**src/rtl/shift_stage.sv**
```systemverilog
// Multi-cycle barrel-free shifter stage: one bit per cycle, with a valid/ready handshake on both sides.
// The working register doubles as the result; the N and Z flags are decoded from it.
module shift_stage #(
    parameter int NBITS = 32,
    parameter int SHW   = $clog2(NBITS)
) (
    input  logic             clk,
    input  logic             rst_n,
    input  logic             in_valid,
    output logic             in_ready,
    input  logic [NBITS-1:0] alu_y,
    input  logic [1:0]       op,
    input  logic [SHW-1:0]   shamt,
    output logic             out_valid,
    input  logic             out_ready,
    output logic [NBITS-1:0] result,
    output logic             n_flag,
    output logic             z_flag
);

    localparam logic [1:0] OP_PASS = 2'b00;
    localparam logic [1:0] OP_SLL  = 2'b01;
    localparam logic [1:0] OP_SRL  = 2'b10;
    localparam logic [1:0] OP_SRA  = 2'b11;

    typedef enum logic [1:0] {
        IDLE  = 2'b00,
        SHIFT = 2'b01,
        DONE  = 2'b10
    } state_e;

    typedef struct packed {
        logic [NBITS-1:0] work;
        logic [SHW-1:0]   cnt;
        logic [1:0]       op;
    } ctx_t;

    state_e state, state_d;
    ctx_t   ctx, ctx_d;

    always_ff @(posedge clk) begin
        if (!rst_n) begin
            state <= IDLE;
            ctx   <= '0;
        end else begin
            state <= state_d;
            ctx   <= ctx_d;
        end
    end

    always_comb begin
        state_d = state;
        ctx_d   = ctx;
        case (state)
            IDLE: begin
                if (in_valid) begin
                    ctx_d.work = alu_y;
                    ctx_d.op   = op;
                    if (op == OP_PASS || shamt == '0) begin
                        state_d = DONE;
                    end else begin
                        ctx_d.cnt = shamt;
                        state_d   = SHIFT;
                    end
                end
            end
            SHIFT: begin
                case (ctx.op)
                    OP_SLL:  ctx_d.work = {ctx.work[NBITS-2:0], 1'b0};
                    OP_SRL:  ctx_d.work = {1'b0, ctx.work[NBITS-1:1]};
                    OP_SRA:  ctx_d.work = {ctx.work[NBITS-1], ctx.work[NBITS-1:1]};
                    default: ctx_d.work = ctx.work;
                endcase
                ctx_d.cnt = ctx.cnt - SHW'(1);
                // <= 1 also catches an (unreachable) zero count instead of wrapping
                if (ctx.cnt <= SHW'(1))
                    state_d = DONE;
            end
            DONE: begin
                if (out_ready)
                    state_d = IDLE;
            end
            default: state_d = IDLE;
        endcase
    end

    assign in_ready  = (state == IDLE);
    assign out_valid = (state == DONE);
    assign result    = ctx.work;
    assign n_flag    = ctx.work[NBITS-1];
    assign z_flag    = (ctx.work == '0);

endmodule

```
**config.mk**
```make
export PLATFORM = sky130hd
export DESIGN_NAME = shift_stage
export DESIGN_NICKNAME = d
export VERILOG_FILES = /design/src/rtl/shift_stage.sv
export SDC_FILE = /design/constraint.sdc
export NUM_CORES = 1
export LEC_CHECK = 0
export CORE_MARGIN = 2
export CORE_UTILIZATION = 40
export CTS_CLUSTER_SIZE = 20
export DETAILED_ROUTE_END_ITERATION = 6
export PLACE_DENSITY = 0.68
export SETUP_SLACK_MARGIN = 0.2
export SLEW_MARGIN = 30
export SYNTH_ARGS = -nofsm -noshare
export SYNTH_HDL_FRONTEND = slang
export SYNTH_SLANG_ARGS = --single-unit
```
**constraint.sdc**
```tcl
create_clock -name clk -period 4 [get_ports clk]
set_input_delay 0.8 -clock clk [delete_from_list [all_inputs] [get_ports clk]]
set_output_delay 0.8 -clock clk [all_outputs]
set_load 0.1 [all_outputs]
```
==> results.txt, run 1 <==
Layout Utilization = 49.93%
Clk sinks = 41
Diodes inserted = 0
CP Max Fanout = 9
Setup_tns = 0 ps
Placed cells = 467
Worst skew pair latency = 290 ps
Initial antenna violation count = 0
DRC violations left = 0
Slew Limit Fails = 0
Nets = 423
Syn_nets = 392
Final cell count without fillers = 475
Slew @ Worst Pin = 997.9 ps
Sum of buffers and inverters on the critical path = 1
Post-Route WL = 6.962 mm
Fillcell total = 740
Post-DR wirelength/cell = 14.66 um
Seq/Total Area, Yosys = 28.30%
Final period util = 72.10%
Gpl congestion = 0.8885
CTS resizes = 0
Syn Inst Count = 344
CTS tree = yes
Top_reg_cell synth = dfxtp_1
Status = complete, no violations
Slowest stage cell, crit path = clkdlybuf4s50_1
Worst Clk Skew = 3.584 ps
CP cell instances = nor2b_1, clkdlybuf4s50_1
Total CTS buffers = 5
CP Data Required Time = 3200 ps
Min Tclk post-route = 2884 ps
Vias = 2525
Vias in the first global route = 2308
Pleak = 1.208 nW
Clock-pin slew on the worst setup and hold paths = 80 ps
CP endpoint kind = primary output
Setup-failing EPs final = 0
Critical path arrival = 2080 ps
P per Cell Area = 532.1 nW/um2
Detailed Route Iter0 Violations = 130
Ys Warns = 0
Place WS = 1291 ps
PortBufs = 78
Clock tree buffer depth = 2
Maxcap violations = 0
Count of different cell masters after synthesis = 37
Grt total ovfl = 0
Largest net degree at the start of global routing = 66
Seq cells post-synth = 41
Relative slew slack = 33.26%
Cts hold-fix bufs = 0
Crit Path Category = reg2out
DIE WIDTH = 89.15 um
Min-delay worst type = reg2reg
Syn Area/Cell = 8.431 um2
Die Y-Extent = 89.15 um
Async SR Flop Fraction = 0%
Post-CTS setup buffer count = 0
Mapped Area = 2900 um2
Number of flops mapped to enable cells by yosys = 0
Crit path max-delay family = buffers and inverters
Root buf cell = clkbuf_8
Final hold violation count = 0
Vias/cell = 5.316
Drt pass-1 iters = 4
Peak VDD IR = 195.8 uV
Detail Placement HPWL = 4.806 mm
Starting Density = 40.64%
Antenna-violating nets left = 0
Row count = 31
Share of post-route cells with drive strength above 1 = 12.50%
Core Region = 7137 um2
Crit path largest cell delay = 1140 ps
First-pass GRT wire length = 11.18 mm
Ports = 79
CTS HTree Levels = 2
Worst Slack Setup Final = 1116 ps
RSZ-0062 raised after global routing = false
Area delta synth->final = 22.86%
Critical path launch point type = register
Gr usage total = 17.77%
DIE AREA = 7948 um2
Total power = 0.001896 W
Max Clk Rate = 346.7 MHz
## synth_stat cells (4+ instances only)
cell | number | area [um2]
mux2i_1 | 30 | 300.3
a211oi_1 | 4 | 30.03
ha_1 | 5 | 62.56
o21ai_0 | 8 | 40.04
a21oi_1 | 6 | 30.03
dfxtp_1 | 41 | 820.8
nand3_1 | 7 | 35.03
clkbuf_1 | 7 | 26.28
a31oi_1 | 33 | 206.5
inv_1 | 7 | 26.28
nor3_1 | 4 | 20.02
nor4_1 | 8 | 50.05
nor2_1 | 65 | 244.0
buf_2 | 11 | 55.05
a211oi_2 | 28 | 350.3
nand2_1 | 7 | 26.28
buf_4 | 38 | 285.3
## placed cells by master (no fill, tap or decap), types with 2 or more instances in the layout
cell / count
a211oi_1: 4
a211oi_2: 28
a21oi_1: 6
a31oi_1: 33
and3_1: 3
buf_4: 7
clkbuf_8: 6
clkdlybuf4s50_1: 77
dfxtp_1: 40
ha_1: 5
inv_1: 7
mux2i_1: 30
nand2_1: 7
nand3_1: 7
nand4_1: 2
nor2_1: 65
nor2b_1: 2
nor3_1: 4
nor3b_1: 2
nor4_1: 8
o211a_1: 3
o211ai_1: 2
o21ai_0: 8
o22ai_1: 2
o31ai_1: 2
xor2_1: 3
## per-stage QoR
stage                     hold slack (ps)  cell area, um2
after floorplan                     487.8            2900
after global placement              517.4            3447
after detailed placement            530.4            3447
after CTS                           541.3            3563
after global routing                584.2            3563
final                               534.4            3563
## flip-flops by register name, indices dropped and copies added (netlist names)
name / flops
ctx: 7
result: 32
state: 2
## area by class of cell
cell class / count / area (um2) / share of cell area (%)
clock inverters: 1 / 30.03 / 0.8427
flip-flops and latches: 41 / 822.0 / 23.07
multi-input cells: 235 / 1648 / 46.24
repair buffers: 84 / 823.3 / 23.10
clock buffers: 7 / 86.33 / 2.423
well taps: 99 / 123.9 / 3.476
inverters: 8 / 30.03 / 0.8427
## path summary, 6_finish.rpt
kind / start / endpoint / slack [ps] / cells after the start
max: state[1] / out_valid / 1120 / 2
min: ctx[0] / ctx[0] / 530 / 2
max reg2reg: state[0] / result[11] / 1640 / 6
min reg2reg: ctx[0] / ctx[0] / 530 / 2
## report_power, final
group          total, W  switching (W)  internal (W)
combinational  0.000970       0.000678      0.000291
sequential     0.000578       0.000102      0.000476
clock          0.000348       0.000145      0.000204
## per-layer routing
metal  share of wire [%]  vias up  GRT usage, %
met5                   0        -             0
met4                0.85        0         4.478
met3                 5.5        6         4.155
met2                  46       63         29.23
met1                  47     1176         23.52
li1                    -     1280             -
## kinds of logic after synthesis
group / Yosys count / share of synthesized area [%]
compound gates: 90 / 26.40
xor+xnor: 3 / 0.9061
fa+ha+maj: 5 / 2.157
buf+inv: 68 / 14.97
flops: 41 / 28.30
mux: 30 / 10.35
simple gates: 107 / 16.91
## worst min-delay path: cells and delay by family (launching register included)
| kind | cells | cell delay (ps) |
|---|---|---|
| AO/OA/AOI/OAI | 2 | 150 |
| flip-flops | 1 | 340 |
Note: power is estimated with default switching activity, not from simulation.
==> run 2: changes to the inputs <==
PLACE_DENSITY = 0.71   (was 0.68)
clock period = 2.6 ns   (was 4 ns; I/O delays follow)
==> run 2 against run 1 <==
Compared with the run above:
- critical endpoint is now z_flag
- count of clock-buffer cells in the layout decreased by 2
- utilization is 0.33 points lower
- critical path depth rose by 2
==> results.txt, run 2 (same netlist as run 1, synthesis figures left out) <==
Nets = 427 (+0.95%)
DIE AREA = 7948 um2 (unchanged)
Final period util = 80.28%
Final cell count without fillers = 479 (+0.84%)
Critical path arrival = 1570 ps (-510 ps)
Crit Path Category = reg2out
Gr usage total = 17.39% (-0.38 points)
Critical path launch point type = register
Worst Slack Setup Final = 512.8 ps (-603.2 ps)
Most frequent cells in the layout = 64 x nor2_1, 44 x buf_4, 42 x clkdlybuf4s50_1, 40 x dfxtp_1, 33 x a31oi_1
Clk sinks = 41 (unchanged)
Row count = 31 (unchanged)
Commonest non-fill, non-tap cell in the layout = nor2_1
Vias in the first global route = 2324 (+0.69%)
Critical Path End = z_flag
Status = complete, no violations
Fillcell total = 696 (-5.9%)
First-pass GRT wire length = 10.91 mm (-2.4%)
Final hold violation count = 0 (unchanged)
Max reg flops = 32 (unchanged)
Cts hold-fix bufs = 0 (unchanged)
Maxcap violations = 0 (unchanged)
Clock tree buffer depth = 2 (unchanged)
Area delta synth->final = 22.04%
Share of post-route cells with drive strength above 1 = 23.42% (+11 points)
Grt total ovfl = 0 (unchanged)
DIE WIDTH = 89.15 um (unchanged)
P per Cell Area = 820.6 nW/um2 (+54%)
Gpl congestion = 0.8261 (-7.0%)
Vias/cell = 5.278 (-0.72%)
Largest net degree at the start of global routing = 63 (-4.5%)
Min Tclk post-route = 2087 ps
Worst Reg-to-Reg Cells = 6 (unchanged)
Max Clk Rate = 479.1 MHz
Detailed Route Iter0 Violations = 69 (-47%)
Core Region = 7137 um2 (unchanged)
Post-Route WL = 7.152 mm (+2.7%)
Peak VDD IR = 325.5 uV (+66%)
Pleak = 1.288 nW (+6.6%)
Total power = 0.002905 W (+53%)
Vias = 2528 (+0.12%)
Antenna-violating nets left = 0 (unchanged)
Relative slew slack = 64.46% (+31 points)
CTS resizes = 0 (unchanged)
RSZ-0062 raised after global routing = false
Place WS = 473.0 ps (-817.9 ps)
CP Max Fanout = 5 (-4)
Setup-failing EPs final = 0 (unchanged)
CP endpoint kind = primary output
Critical R2R Capture = result[17]
Setup_tns = 0 ps (unchanged)
Detail Placement HPWL = 4.948 mm (+3.0%)
DRC violations left = 0 (unchanged)
Die Y-Extent = 89.15 um (unchanged)
Placed cells = 471 (+0.86%)
Clock-pin slew on the worst setup and hold paths = 90 ps (about the same)
Root buf cell = clkbuf_8
Diodes inserted = 0 (unchanged)
Drt pass-1 iters = 4 (unchanged)
CTS tree = yes
CP Data Required Time = 2080 ps (-1120 ps)
Worst r2r src = ctx[1]
Ports = 79 (unchanged)
Total CTS buffers = 5 (unchanged)
Worst Clk Skew = 6.449 ps (+2.865 ps)
Initial antenna violation count = 0 (unchanged)
Post-CTS setup buffer count = 0 (unchanged)
Starting Density = 40.64% (unchanged)
PortBufs = 78 (unchanged)
Min-delay worst type = reg2reg
Worst skew pair latency = 300 ps (about the same)
Slew Limit Fails = 0 (unchanged)
Post-DR wirelength/cell = 14.93 um (+1.9%)
Slew @ Worst Pin = 532.4 ps (-465.5 ps)
CTS HTree Levels = 2 (unchanged)
Crit path launch = result[13]
Reg2Reg Setup Slack = 620 ps (-1020 ps)
## run 2: metal layers
metal / routed length [um] / global-route usage, % / up-vias / share of wire (%)
met5: 0 / 0 / - / 0
met4: 55 / 4.342 / 0 / 0.77
met3: 419 / 3.509 / 5 / 5.9
met2: 3431 / 29.36 / 68 / 48
met1: 3246 / 22.77 / 1171 / 45
li1: - / - / 1284 / -
## run 2: cell type report
type                       instances  area (um2)  share of cell area [%]
multi-input combinational        235        1658                   46.84
sequential                        41       822.0                   23.22
timing repair buffer              88       790.8                   22.34
tap                               99       123.9                   3.499
clock buffer                       5       68.82                   1.944
clock inverter                     3       46.29                   1.308
inverter                           8       30.03                  0.8484
## run 2: critical path, stage by stage, from the launching register on
cell and delay (ps):
dfxtp_1 360, nor4_1 330, nand4_1 230, nor2_4 160
buf_12 180
## run 2: power breakdown
group,switching (W),internal (W),total [W]
logic,0.00105,0.000434,0.00148
clock network,0.000240,0.000288,0.000528
registers,0.000160,0.000733,0.000893
total,0.00145,0.00145,0.00290
## run 2: how the worst min path moves through the flow
stage,from,to,cells past startpoint
6_report,ctx[0],ctx[0],2
5_1_grt,ctx[3],ctx[3],1
4_1_cts,ctx[0],ctx[0],2
3_5_place_dp,ctx[0],ctx[0],2
3_3_place_gp,ctx[0],ctx[0],2
2_1_floorplan,ctx[0],ctx[0],2
## run 2: per-stage QoR
| stage | cell area, um2 | hold slack, ps | util, % |
|---|---|---|---|
| 3_3_place_gp | 3425 | 519.2 | 47.98 |
| 2_1_floorplan | 2910 | 487.8 | - |
| 4_1_cts | 3540 | 541.1 | 49.60 |
| 3_5_place_dp | 3425 | 529.8 | 47.98 |
| 6_report | 3540 | 537.2 | 49.60 |
| 5_1_grt | 3540 | 583.0 | 49.60 |
==> patch (flow settings as in run 2) <==
Set the parameter `NBITS` to 16 (it was 32).
--- a/src/rtl/shift_stage.sv
+++ b/src/rtl/shift_stage.sv
@@ -1,7 +1,7 @@
 // Multi-cycle barrel-free shifter stage: one bit per cycle, with a valid/ready handshake on both sides.
 // The working register doubles as the result; the N and Z flags are decoded from it.
 module shift_stage #(
-    parameter int NBITS = 32,
+    parameter int NBITS = 16,
     parameter int SHW   = $clog2(NBITS)
 ) (
     input  logic             clk,
Ports: changed (resized alu_y, result and shamt); port bits go from 79 to 46. No check against the original RTL was run, so the function may have changed too.
==> patch against run 2 <==
Non-clock buffer count decreased by 38. Routed wire length decreased by 46%. Total power decreased by 46%. Clock skew decreased by 0.0015 ns. Sequential cell count decreased by 17. Worst setup slack improved by 0.033 ns. Final area decreased by 43%. Register-to-register slack improved by 0.17 ns. Synthesized area decreased by 44%. Global-route usage increased by 0.48 points. Fmax increased by 1.6%. Critical endpoint is now out_valid. Largest cell class unchanged. Largest power group unchanged. Highest routed layer unchanged.
==> patch: results (changes against run 2) <==
- Status: finished clean
- Clock Latency Late Sink: 0.27 ns (-0.03 ns)
- Int Pwr: 797 uW (-45%)
- Xor/xnor share of the synthesized area: 0% (-0.91 points)
- Fin Clk Skew: 0.00492 ns (-0.00153 ns)
- Synthesized area per cell: 7.91 sq um (-6.2%)
- First-pass GRT wire length: 6440 microns (-41%)
- Met2 Usage GRT: 29.0% (-0.36 points)
- Leading post-synthesis cells by cell area: dfxtp_1 29%, buf_4 7.8%, o21ai_0 4.9%
- Worst hold margin: 0.508 ns (-0.0289 ns)
- Worst-Margin Slew: 0.607 ns (+0.0746 ns)
- Initial DRC Count: 102 (+48%)
- Met2 wire length: 1780 microns (-48%)
- DR vias/cell: 5.28 (+0.11%)
- Mux contribution to synthesized area: 8.40% (-2.0 points)
- NumNets Final: 264 (-38%)
- Critical path's largest stage delay: 0.63 ns (+0.27 ns)
- Synth Area in Compound Gates: 26.1% (-0.28 points)
- Total Routing Usage GR: 17.9% (+0.48 points)
- Max IR drop VDD: 0.323 mV (-0.82%)
- WL met3: 170 microns (-59%)
- Dpl cell area: 1950 sq um (-43%)
- CP max FO: 12 (+7)
- Pin count of the biggest net entering global routing: 28 (-56%)
- Vias in the first global route: 1421 (-39%)
- Sequential fraction of the synthesis area: 29.3% (+1.0 points)
- Top cells by count, synth: 24 x dfxtp_1, 17 x buf_4, 17 x nor2_1, 16 x o21ai_0
- HPWL Detailed: 2780 microns (-44%)
- Largest register FFs: 16 (-50%)
- Share of post-route cells with drive strength above 1: 17.7% (-5.7 points)
- Crit-path leading delay family: flip-flops
- Final GP Congestion: 0.852 (+3.1%)
- CP arrival: 1.53 ns (-0.04 ns)
- H-tree Lvls: 1 (-1)
- I/O Buffers: 45 (-42%)
-- patch: cell count changes in the layout (fill, tap and decap cells not counted), sizes merged, moves of 4 or more --
cell / run 2 / this run
a211oi: 32 / 0
a21boi: 0 / 4
a21oi: 6 / 12
a31oi: 33 / 11
buf: 46 / 25
clkdlybuf4s50: 42 / 25
dfxtp: 41 / 24
inv: 7 / 11
mux2: 0 / 6
mux2i: 30 / 7
nand2: 7 / 12
nor2: 65 / 18
o21ai: 8 / 24
-- patch: power groups by stage --
stage               combinational (uW)  clock [uW]  sequential (uW)
finish                             791         259              515
global route                       847         272              528
CTS                                791         263              516
detailed placement                 791           0              524
global placement                   786           0              522
floorplan                          694           0              497
-- patch: worst max-delay path by stage --
stage | start | to | slack (ns)
floorplan | result[15]$_SDFFE_PN0P_ | z_flag | 0.26
global placement | shamt[1] | ctx[3]$_SDFFE_PN0P_ | 0.49
detailed placement | in_valid | result[0]$_SDFFE_PN0P_ | 0.47
CTS | state[1]$_SDFFE_PN0P_ | out_valid | 0.55
global route | state[1]$_SDFFE_PN0P_ | out_valid | 0.46
finish | state[1]$_SDFFE_PN0P_ | out_valid | 0.55
-- patch: final cells by class --
| class | count | area (sq um) |
|---|---|---|
| clock buffer | 4 | 55.1 |
| timing repair buffer | 50 | 438 |
| tap | 50 | 62.6 |
| fill | 395 | 1960 |
| sequential | 24 | 480 |
| inverter | 11 | 41.3 |
| multi-input combinational | 143 | 931 |
-- patch: worst min-delay path: cells and delay by family, from the launching register on --
| kind | cells | cell delay (ns) |
|---|---|---|
| flip-flops | 1 | 0.33 |
| AO/OA/AOI/OAI | 2 | 0.14 |
